## config.mk

```make
export PLATFORM = sky130hd
export DESIGN_NAME = hdlverifier_data_jtag_wr
export DESIGN_NICKNAME = d
export VERILOG_FILES = /design/src/rtl/hdlverifier_data_jtag_wr_pkg.sv /design/src/rtl/hdlverifier_serial_deser.sv /design/src/rtl/hdlverifier_data_jtag_wr.sv
export SDC_FILE = /design/constraint.sdc
export NUM_CORES = 1
export LEC_CHECK = 0
export CORE_MARGIN = 8
export CORE_UTILIZATION = 40
export CTS_BUF_LIST = sky130_fd_sc_hd__clkbuf_4
export DETAILED_ROUTE_END_ITERATION = 7
export PLACE_DENSITY = 0.62
export SLEW_MARGIN = 15
export SYNTH_ARGS = -nofsm -noshare
export SYNTH_HDL_FRONTEND = slang
export SYNTH_SLANG_ARGS = --single-unit
export TNS_END_PERCENT = 1
```

## constraint.sdc

```tcl
create_clock -name clk -period 1.5 [get_ports clk]
set_input_delay 0.375 -clock clk [delete_from_list [all_inputs] [get_ports clk]]
set_output_delay 0.375 -clock clk [all_outputs]
set_load 0.1 [all_outputs]
```

## src/rtl/hdlverifier_data_jtag_wr_pkg.sv

```systemverilog
// Shared definitions for the JTAG data engines: FSM state encoding and chunk-length decode.
package hdlverifier_data_jtag_wr_pkg;

  typedef enum logic [2:0] {
    ST_IDLE  = 3'd0,
    ST_ARMED = 3'd1,
    ST_SHIFT = 3'd2,
    ST_WRITE = 3'd3,
    ST_DONE  = 3'd4
  } state_t;

  // A chunk size of zero encodes a full buffer (2**aw words).
  function automatic int unsigned chunk_len(input int unsigned size, input int unsigned aw);
    return (size == 0) ? (32'd1 << aw) : size;
  endfunction

endpackage

```

## src/rtl/hdlverifier_serial_deser.sv

```systemverilog
// LSB-first serial-to-parallel shift register with bit counter.
module hdlverifier_serial_deser #(
  parameter int DATA_WIDTH = 8,
  parameter int BW         = $clog2(DATA_WIDTH)
) (
  input  logic                  clk,
  input  logic                  reset,
  input  logic                  clear,
  input  logic                  shift_en,
  input  logic                  shift_bit,
  output logic [BW-1:0]         bit_cnt,
  output logic [DATA_WIDTH-1:0] word_next
);

  logic [DATA_WIDTH-1:0] sreg_q, sreg_d;
  logic [BW-1:0]         cnt_q, cnt_d;

  assign word_next = {shift_bit, sreg_q[DATA_WIDTH-1:1]};
  assign bit_cnt   = cnt_q;

  // Clear and shift together start a fresh word with this bit as its LSB.
  always_comb begin
    sreg_d = sreg_q;
    cnt_d  = cnt_q;
    if (clear) begin
      sreg_d = '0;
      cnt_d  = '0;
      if (shift_en) begin
        sreg_d = {shift_bit, {(DATA_WIDTH-1){1'b0}}};
        cnt_d  = BW'(1);
      end
    end else if (shift_en) begin
      sreg_d = word_next;
      cnt_d  = cnt_q + BW'(1);
    end
  end

  always_ff @(posedge clk) begin
    if (reset) begin
      sreg_q <= '0;
      cnt_q  <= '0;
    end else begin
      sreg_q <= sreg_d;
      cnt_q  <= cnt_d;
    end
  end

endmodule

```

## src/rtl/hdlverifier_data_jtag_wr.sv

```systemverilog
// JTAG-side host-to-FPGA deserializer: assembles serial bits into words and writes them
// into the stimulus buffer in host-armed chunks.
module hdlverifier_data_jtag_wr
  import hdlverifier_data_jtag_wr_pkg::*;
#(
  parameter int DATA_WIDTH = 8,
  parameter int ADDR_WIDTH = 4
) (
  input  logic                  clk,
  input  logic                  reset,
  input  logic                  shift_in_state,
  input  logic                  shift_in_en,
  input  logic                  shift_in_data,
  input  logic                  newChunk,
  input  logic [ADDR_WIDTH-1:0] chunkSize,
  output logic                  wr,
  output logic [ADDR_WIDTH-1:0] waddr,
  output logic [DATA_WIDTH-1:0] wr_data,
  output logic                  rdy_recv,
  output logic                  partial_word
);

  localparam int CW = ADDR_WIDTH + 1;
  localparam int BW = $clog2(DATA_WIDTH);

  state_t                state_q, state_d;
  logic                  seen_q, seen_d;
  logic                  rdy_q, rdy_d;
  logic                  partial_q, partial_d;
  logic [CW-1:0]         word_cnt_q, word_cnt_d;
  logic [CW-1:0]         chunk_len_q, chunk_len_d;
  logic [ADDR_WIDTH-1:0] waddr_q, waddr_d;
  logic [DATA_WIDTH-1:0] wr_data_q, wr_data_d;

  logic                  deser_clear;
  logic                  deser_en;
  logic [BW-1:0]         bit_cnt;
  logic [DATA_WIDTH-1:0] word_next;
  logic                  last_word;
  logic                  word_done;

  hdlverifier_serial_deser #(
    .DATA_WIDTH (DATA_WIDTH),
    .BW         (BW)
  ) u_deser (
    .clk       (clk),
    .reset     (reset),
    .clear     (deser_clear),
    .shift_en  (deser_en),
    .shift_bit (shift_in_data),
    .bit_cnt   (bit_cnt),
    .word_next (word_next)
  );

  assign last_word   = (word_cnt_q + CW'(1)) == chunk_len_q;
  // The WRITE cycle keeps accepting bits unless it carries the final word of the chunk.
  assign deser_en    = shift_in_en && shift_in_state &&
                       ((state_q == ST_SHIFT) || (state_q == ST_WRITE && !last_word));
  assign deser_clear = (state_q != ST_SHIFT);
  assign word_done   = (state_q == ST_SHIFT) && deser_en && (bit_cnt == BW'(DATA_WIDTH-1));

  always_ff @(posedge clk) begin
    if (reset) begin
      state_q     <= ST_IDLE;
      seen_q      <= newChunk;
      rdy_q       <= 1'b1;
      partial_q   <= 1'b0;
      word_cnt_q  <= '0;
      chunk_len_q <= '0;
      waddr_q     <= '0;
      wr_data_q   <= '0;
    end else begin
      state_q     <= state_d;
      seen_q      <= seen_d;
      rdy_q       <= rdy_d;
      partial_q   <= partial_d;
      word_cnt_q  <= word_cnt_d;
      chunk_len_q <= chunk_len_d;
      waddr_q     <= waddr_d;
      wr_data_q   <= wr_data_d;
    end
  end

  always_comb begin
    state_d = state_q;
    case (state_q)
      ST_IDLE:  if (newChunk != seen_q) state_d = ST_ARMED;
      ST_ARMED: if (shift_in_state) state_d = ST_SHIFT;
      ST_SHIFT: begin
        if (!shift_in_state)  state_d = ST_ARMED;
        else if (word_done)   state_d = ST_WRITE;
      end
      ST_WRITE: state_d = last_word ? ST_DONE : ST_SHIFT;
      ST_DONE:  state_d = ST_IDLE;
      default:  state_d = ST_IDLE;
    endcase
  end

  always_comb begin
    seen_d      = seen_q;
    rdy_d       = rdy_q;
    partial_d   = partial_q;
    word_cnt_d  = word_cnt_q;
    chunk_len_d = chunk_len_q;
    waddr_d     = waddr_q;
    wr_data_d   = wr_data_q;
    case (state_q)
      ST_IDLE: begin
        if (newChunk != seen_q) begin
          seen_d      = newChunk;
          rdy_d       = 1'b0;
          partial_d   = 1'b0;
          word_cnt_d  = '0;
          chunk_len_d = CW'(chunk_len(32'(chunkSize), ADDR_WIDTH));
        end
      end
      ST_SHIFT: begin
        if (!shift_in_state && bit_cnt != '0) partial_d = 1'b1;
        if (word_done) wr_data_d = word_next;
      end
      ST_WRITE: begin
        waddr_d    = waddr_q + ADDR_WIDTH'(1);
        word_cnt_d = word_cnt_q + CW'(1);
      end
      ST_DONE:  rdy_d = 1'b1;
      default: ;
    endcase
    wr           = (state_q == ST_WRITE);
    waddr        = waddr_q;
    wr_data      = wr_data_q;
    rdy_recv     = rdy_q;
    partial_word = partial_q;
  end

endmodule
```

# Word level (Yosys, flattened, before mapping)
# Index checks and enable logic that the tools add are counted.
# op_classes
n_addsub	3
mul	0
div_mod_pow	0
n_lt_le_gt_ge	0
n_eq_ne	12
n_shift	0
mux	22
bitwise_logic	0
reduce_logical	25
# op_table
cell	count
$mux 8	3
$mux 3	7
$pmux 3 s4	1
$reduce_bool 2->1	6
$mux 5	2
$pmux 5 s2	1
$reduce_and 2->1	5
$eq 3x2->1 const B	2
$eq 3x3->1 const B	2
$logic_and 1x1->1	6
$mux 1	6
$reduce_and 3->1	2
$add 5x1->5 const B	1
$eq 5x5->1	1
$add 4x1->4 const B	1
$logic_not 4->1	1
$ne 2x2->1 const B	2
$pmux 1 s2	2
$add 3x1->3 const B	1
$eq 3x1->1 const B	1
$logic_not 3->1	1
$ne 3x2->1 const B	1
$ne 3x3->1 const B	1
$reduce_bool 3->1	1
other kinds (4)	5
# totals
reg_bits	39
latch_bits	0
mem_bits_rw	0
romBits	0
memories	0

# Depth between registers and ports, before layout
# depth
depth_word	11
mapped_depth	6

# Modules after synthesis
# A second synthesis with hierarchy kept.
# unflattened
hier_cells	177
area_unflattened_um2	1681.6
# by_module_without_submodules
mod	n_inst	cells_each	area_each_um2	seq_area_each_um2
hdlverifier_data_jtag_wr	1	139	1277.5	570.5
hdlverifier_serial_deser	1	38	404.1	200.2

# Worst setup path after synthesis
# OpenSTA, ideal clock, no wires.
# synth_path
path_type	reg-to-reg
from	register waddr_q[0], in the netlist waddr[0]
to	register waddr_q[2], in the netlist waddr[2]
setup_time_ns	0.067
t_arrival_ns	1.549
required_ns	1.433
path_slack_ns	-0.116
stages_incl_launch_ff	5
n_path_buf	0
period_less_slack_ns	1.616
cell_sequence	dfxtp_1 > ha_1 > nand2_1 > xor2_1 > nor2_1
# synth_via
elab_chain_len	1
# synth_lines
element	line_no	source
start: declaration	hdlverifier_data_jtag_wr.sv:32	logic [ADDR_WIDTH-1:0] waddr_q, waddr_d;
start signal: assignment	hdlverifier_data_jtag_wr.sv:79	waddr_q <= waddr_d;
$add 4x1->4	hdlverifier_data_jtag_wr.sv:122	waddr_d = waddr_q + ADDR_WIDTH'(1);
# Every way passes these cells.
# A chain may end at the register's enable or synchronous reset.

# Worst setup path after layout
# layout_path
from	register state_q[2]
to	output port wr
# layout_via
elab_chain_len	1
# layout_lines
element	line_no	source
start: declaration	hdlverifier_data_jtag_wr.sv:26	state_t state_q, state_d;
start signal: assignment	hdlverifier_data_jtag_wr.sv:73	state_q <= state_d;
$eq 3x2->1	hdlverifier_data_jtag_wr.sv:128	wr = (state_q == ST_WRITE);
end: declaration	hdlverifier_data_jtag_wr.sv:16	output logic wr,
# Every way passes these cells.

==> summary.md <==
| Metric | Value |
|---|---|
| CORE AREA | `around 4300 sq um` |
| Die W | `a little over 80 um` |
| Crit-path max FO | `2` |
| CTS Root Cell | `clkbuf_4` |
| Initial antenna violation count | `0` |
| Initial Utilization | `40.9%` |
| PwrDens | `roughly 1100 nW/um^2` |
| Synthesized cell area | `around 1800 sq um` |
| Slew Viols, Final | `0` |
| DP HPWL | `2.71 mm` |
| Leak pwr | `slightly below 1 nW` |
| Nets | `roughly 260` |
| TritonCTS clock tree | `built` |
| Via count | `roughly 1500` |
| Drt pass-1 iters | `4` |
| Yosys warns | `0` |
| Post-route minimum period | `~1.5 ns` |
| Logic pwr share | `about a quarter` |
| Clk_lat worst skew | `around 0.35 ns` |
| Die footprint | `slightly below 7000 sq um` |
| Worst hold-check path type | `register to register` |
| CP arrival | `between 1 and 1.5 ns` |
| Total Wirelength | `approximately 3.7 mm` |
| Sw frac | `between 20% and 30%` |
| CTS Buf Count | `5` |
| CP Class | `register to primary output` |
| GRT overflow | `0` |
| WL per Instance | `about 12 um` |
| Number of global-route vias before repair | `~1400` |
| First-pass GRT wire length | `between 6 and 7 mm` |
| Cell area after layout | `2520 sq um` |
| Critical Path RT | `between 1 and 1.5 ns` |
| Synth unique cells | `between 40 and 50` |
| Worst vdd rail ir drop | `~0.56 mV` |
| Int Pwr | `1.93 mW` |
| Clk pwr share | `about a third` |
| Period utilisation layout | `98.5%` |
| H-tree level count | `2` |
| Worst setup path startpoint | `state_q[2]` |
| Ant diodes | `0` |
| Unrepaired setup endpoints after global routing | `true` |
| Max frequency | `about 680 MHz` |
| Initial drt markers | `between 50 and 60` |
| Reg2reg path depth | `6` |
| Post-synthesis cell count | `approximately 190` |
| Area Overhead vs Synth | `43.6%` |
| GPL Wtd Cong | `0.757` |
| Sequential Power Share | `41.6%` |
| Status | `finished, final reports clean` |
| Residual DRC | `0` |
| Skew final | `0.0196 ns` |
| Number of I/O pins | `25` |
| CP Capture Type | `primary output` |
| Port Buf Inserts | `24` |
| Final setup TNS | `0 ns` |
| Share of layout cells above drive strength 1 | `28.3%` |
| Post-synth ARST share | `0%` |
| Gr usage total | `11.8%` |
| DP Area | `roughly 2300 sq um` |
| Die Y | `roughly 80 um` |
| Ys flop type | `dfxtp_1` |
| Crit path to | `wr` |
| Finished Core Util | `between 50% and 60%` |
| CTS clk-pin slew, worst paths | `0.13 ns` |
| Pin count of the biggest net entering global routing | `23` |
| Maximum clock path buffer count | `2` |
| Yosys reg bits | `38` |
| Row count | `24` |
| Worst reg2reg endpoint | `state_q[2]` |
| Max_cap viols | `0` |
| Clk sink count | `38` |
| Syn Nets | `about 210` |
| Vias/cell | `between 4 and 5` |
| Number of synthesized flops with an enable pin | `1` |
| Critical Path Start Type | `register` |
| Final setup fails | `0` |
| R2r startpoint | `word_cnt_q[1]` |
| Worst-margin pin slew | `0.299 ns` |
| Flop2flop setup slack | `0.07 ns` |
| Final Hold Vio Count | `0` |
| Switching power | `roughly 0.8 mW` |
| Final ANT Viol Nets | `0` |
| Seq/Total Area, Yosys | `a little over two fifths` |
| Syn avg cell area | `between 9 and 10 sq um` |
| Slew HR | `about four fifths` |
==> metrics by stage <==
| step | setup slack [ns] | std cells | hold WS, ns | power [mW] |
|---|---|---|---|---|
| 2_1_floorplan | 0.00119 | 194 | 0.436 | 1.58 |
| 3_3_place_gp | -0.224 | 282 | 0.441 | 1.81 |
| 3_5_place_dp | -0.245 | 282 | 0.451 | 1.82 |
| 4_1_cts | -0.00811 | 293 | 0.469 | 2.72 |
| 5_1_grt | -0.0347 | 296 | 0.485 | 2.86 |
| 6_report | 0.0226 | 296 | 0.465 | 2.73 |
==> critical path, cell delays in order (launching register included) <==
cell and delay, ns:
dfxtp_4 0.35, nand3b_4 0.18, inv_8 0.07, buf_12 0.16
==> sequential cells by signal (all words and copies together) (netlist names) <==
register	cells
chunk_len_q	5
partial_word	1
rdy_recv	1
seen_q	1
state_q	3
u_deser.bit_cnt	3
u_deser.sreg_q	7
waddr	4
word_cnt_q	5
wr_data	8
==> timing repair <==
action                                  CTS  global route
endpoints found under the setup margin    5             8
buffers inserted                          3             3
hold buffers                              0             0
pin swaps                                 1             3
resized for setup                         8             8
==> power by group through the flow <==
stage	registers (mW)	logic [mW]	clock network (mW)
floorplan	1.19	0.387	0
global placement	1.16	0.647	0
detailed placement	1.16	0.652	0
CTS	1.15	0.668	0.904
global route	1.14	0.772	0.945
finish	1.14	0.714	0.883
==> synthesized netlist by cell type, types with 2 or more instances <==
library cell | number | area share, %
and4b_1 | 2 | 1.1
and3_1 | 2 | 0.71
xor2_1 | 4 | 2.0
buf_2 | 2 | 0.57
nand2_1 | 28 | 6.0
o21ai_0 | 6 | 1.7
or3_1 | 2 | 0.71
nor2b_1 | 3 | 1.1
nand2b_1 | 3 | 1.1
and2_0 | 2 | 0.71
buf_6 | 3 | 1.9
inv_1 | 3 | 0.64
ha_1 | 5 | 3.6
clkbuf_1 | 4 | 0.85
nor2_1 | 19 | 4.1
dfxtp_1 | 37 | 42
mux2i_1 | 9 | 5.1
nand3_1 | 8 | 2.3
nand3b_1 | 2 | 0.85
xnor2_1 | 6 | 3.0
a21oi_1 | 20 | 5.7
==> metal layers <==
layer / wire length (um) / part of all wire (%) / GRT usage [%] / vias up
li1: - / - / - / 765
met2: 1890 / 51 / 20.2 / 15
met3: 105 / 2.8 / 3.90 / 6
met5: 0 / 0 / 0 / -
met1: 1660 / 45 / 13.6 / 664
met4: 44 / 1.2 / 3.68 / 0
==> cell families after synthesis <==
kind of cell,count (synthesis),synth area share (%)
XOR/XNOR,11,5.91
buffers and inverters,13,4.34
AND/OR/NAND/NOR,80,24.2
adder cells (fa/ha/maj),5,3.56
flip-flops,38,43.8
multiplexers,9,5.12
AO/OA/AOI/OAI,38,13.0
==> area by class of cell <==
type / instances / area [sq um]
timing repair buffer: 51 / 606
tap: 52 / 65.1
inverter: 4 / 22.5
clock inverter: 3 / 68.8
sequential: 38 / 788
fill: 385 / 1770
multi-input combinational: 143 / 936
clock buffer: 5 / 37.5
==> cells in the final DEF (no fill, tap or decap), types with 4 or more instances in the layout <==
master,count
o21ai_0,5
buf_4,26
a21oi_1,20
clkdlybuf4s50_1,9
ha_1,4
buf_12,16
xor2_1,4
dfxtp_2,5
dfxtp_1,29
nand3_1,8
xnor2_1,6
mux2i_1,9
nor2_1,19
nand2_1,28
clkbuf_4,5
==> worst min path at each step <==
stage	start	cells past startpoint	slack, ns	to
detailed placement	u_deser.sreg_q[1]	2	0.45	u_deser.sreg_q[1]
global route	u_deser.sreg_q[1]	2	0.49	u_deser.sreg_q[1]
floorplan	u_deser.sreg_q[1]	2	0.44	u_deser.sreg_q[1]
global placement	u_deser.sreg_q[1]	2	0.44	u_deser.sreg_q[1]
finish	u_deser.sreg_q[1]	2	0.47	u_deser.sreg_q[1]
CTS	u_deser.sreg_q[1]	2	0.47	u_deser.sreg_q[1]
Power figures use the tool's default switching activity.
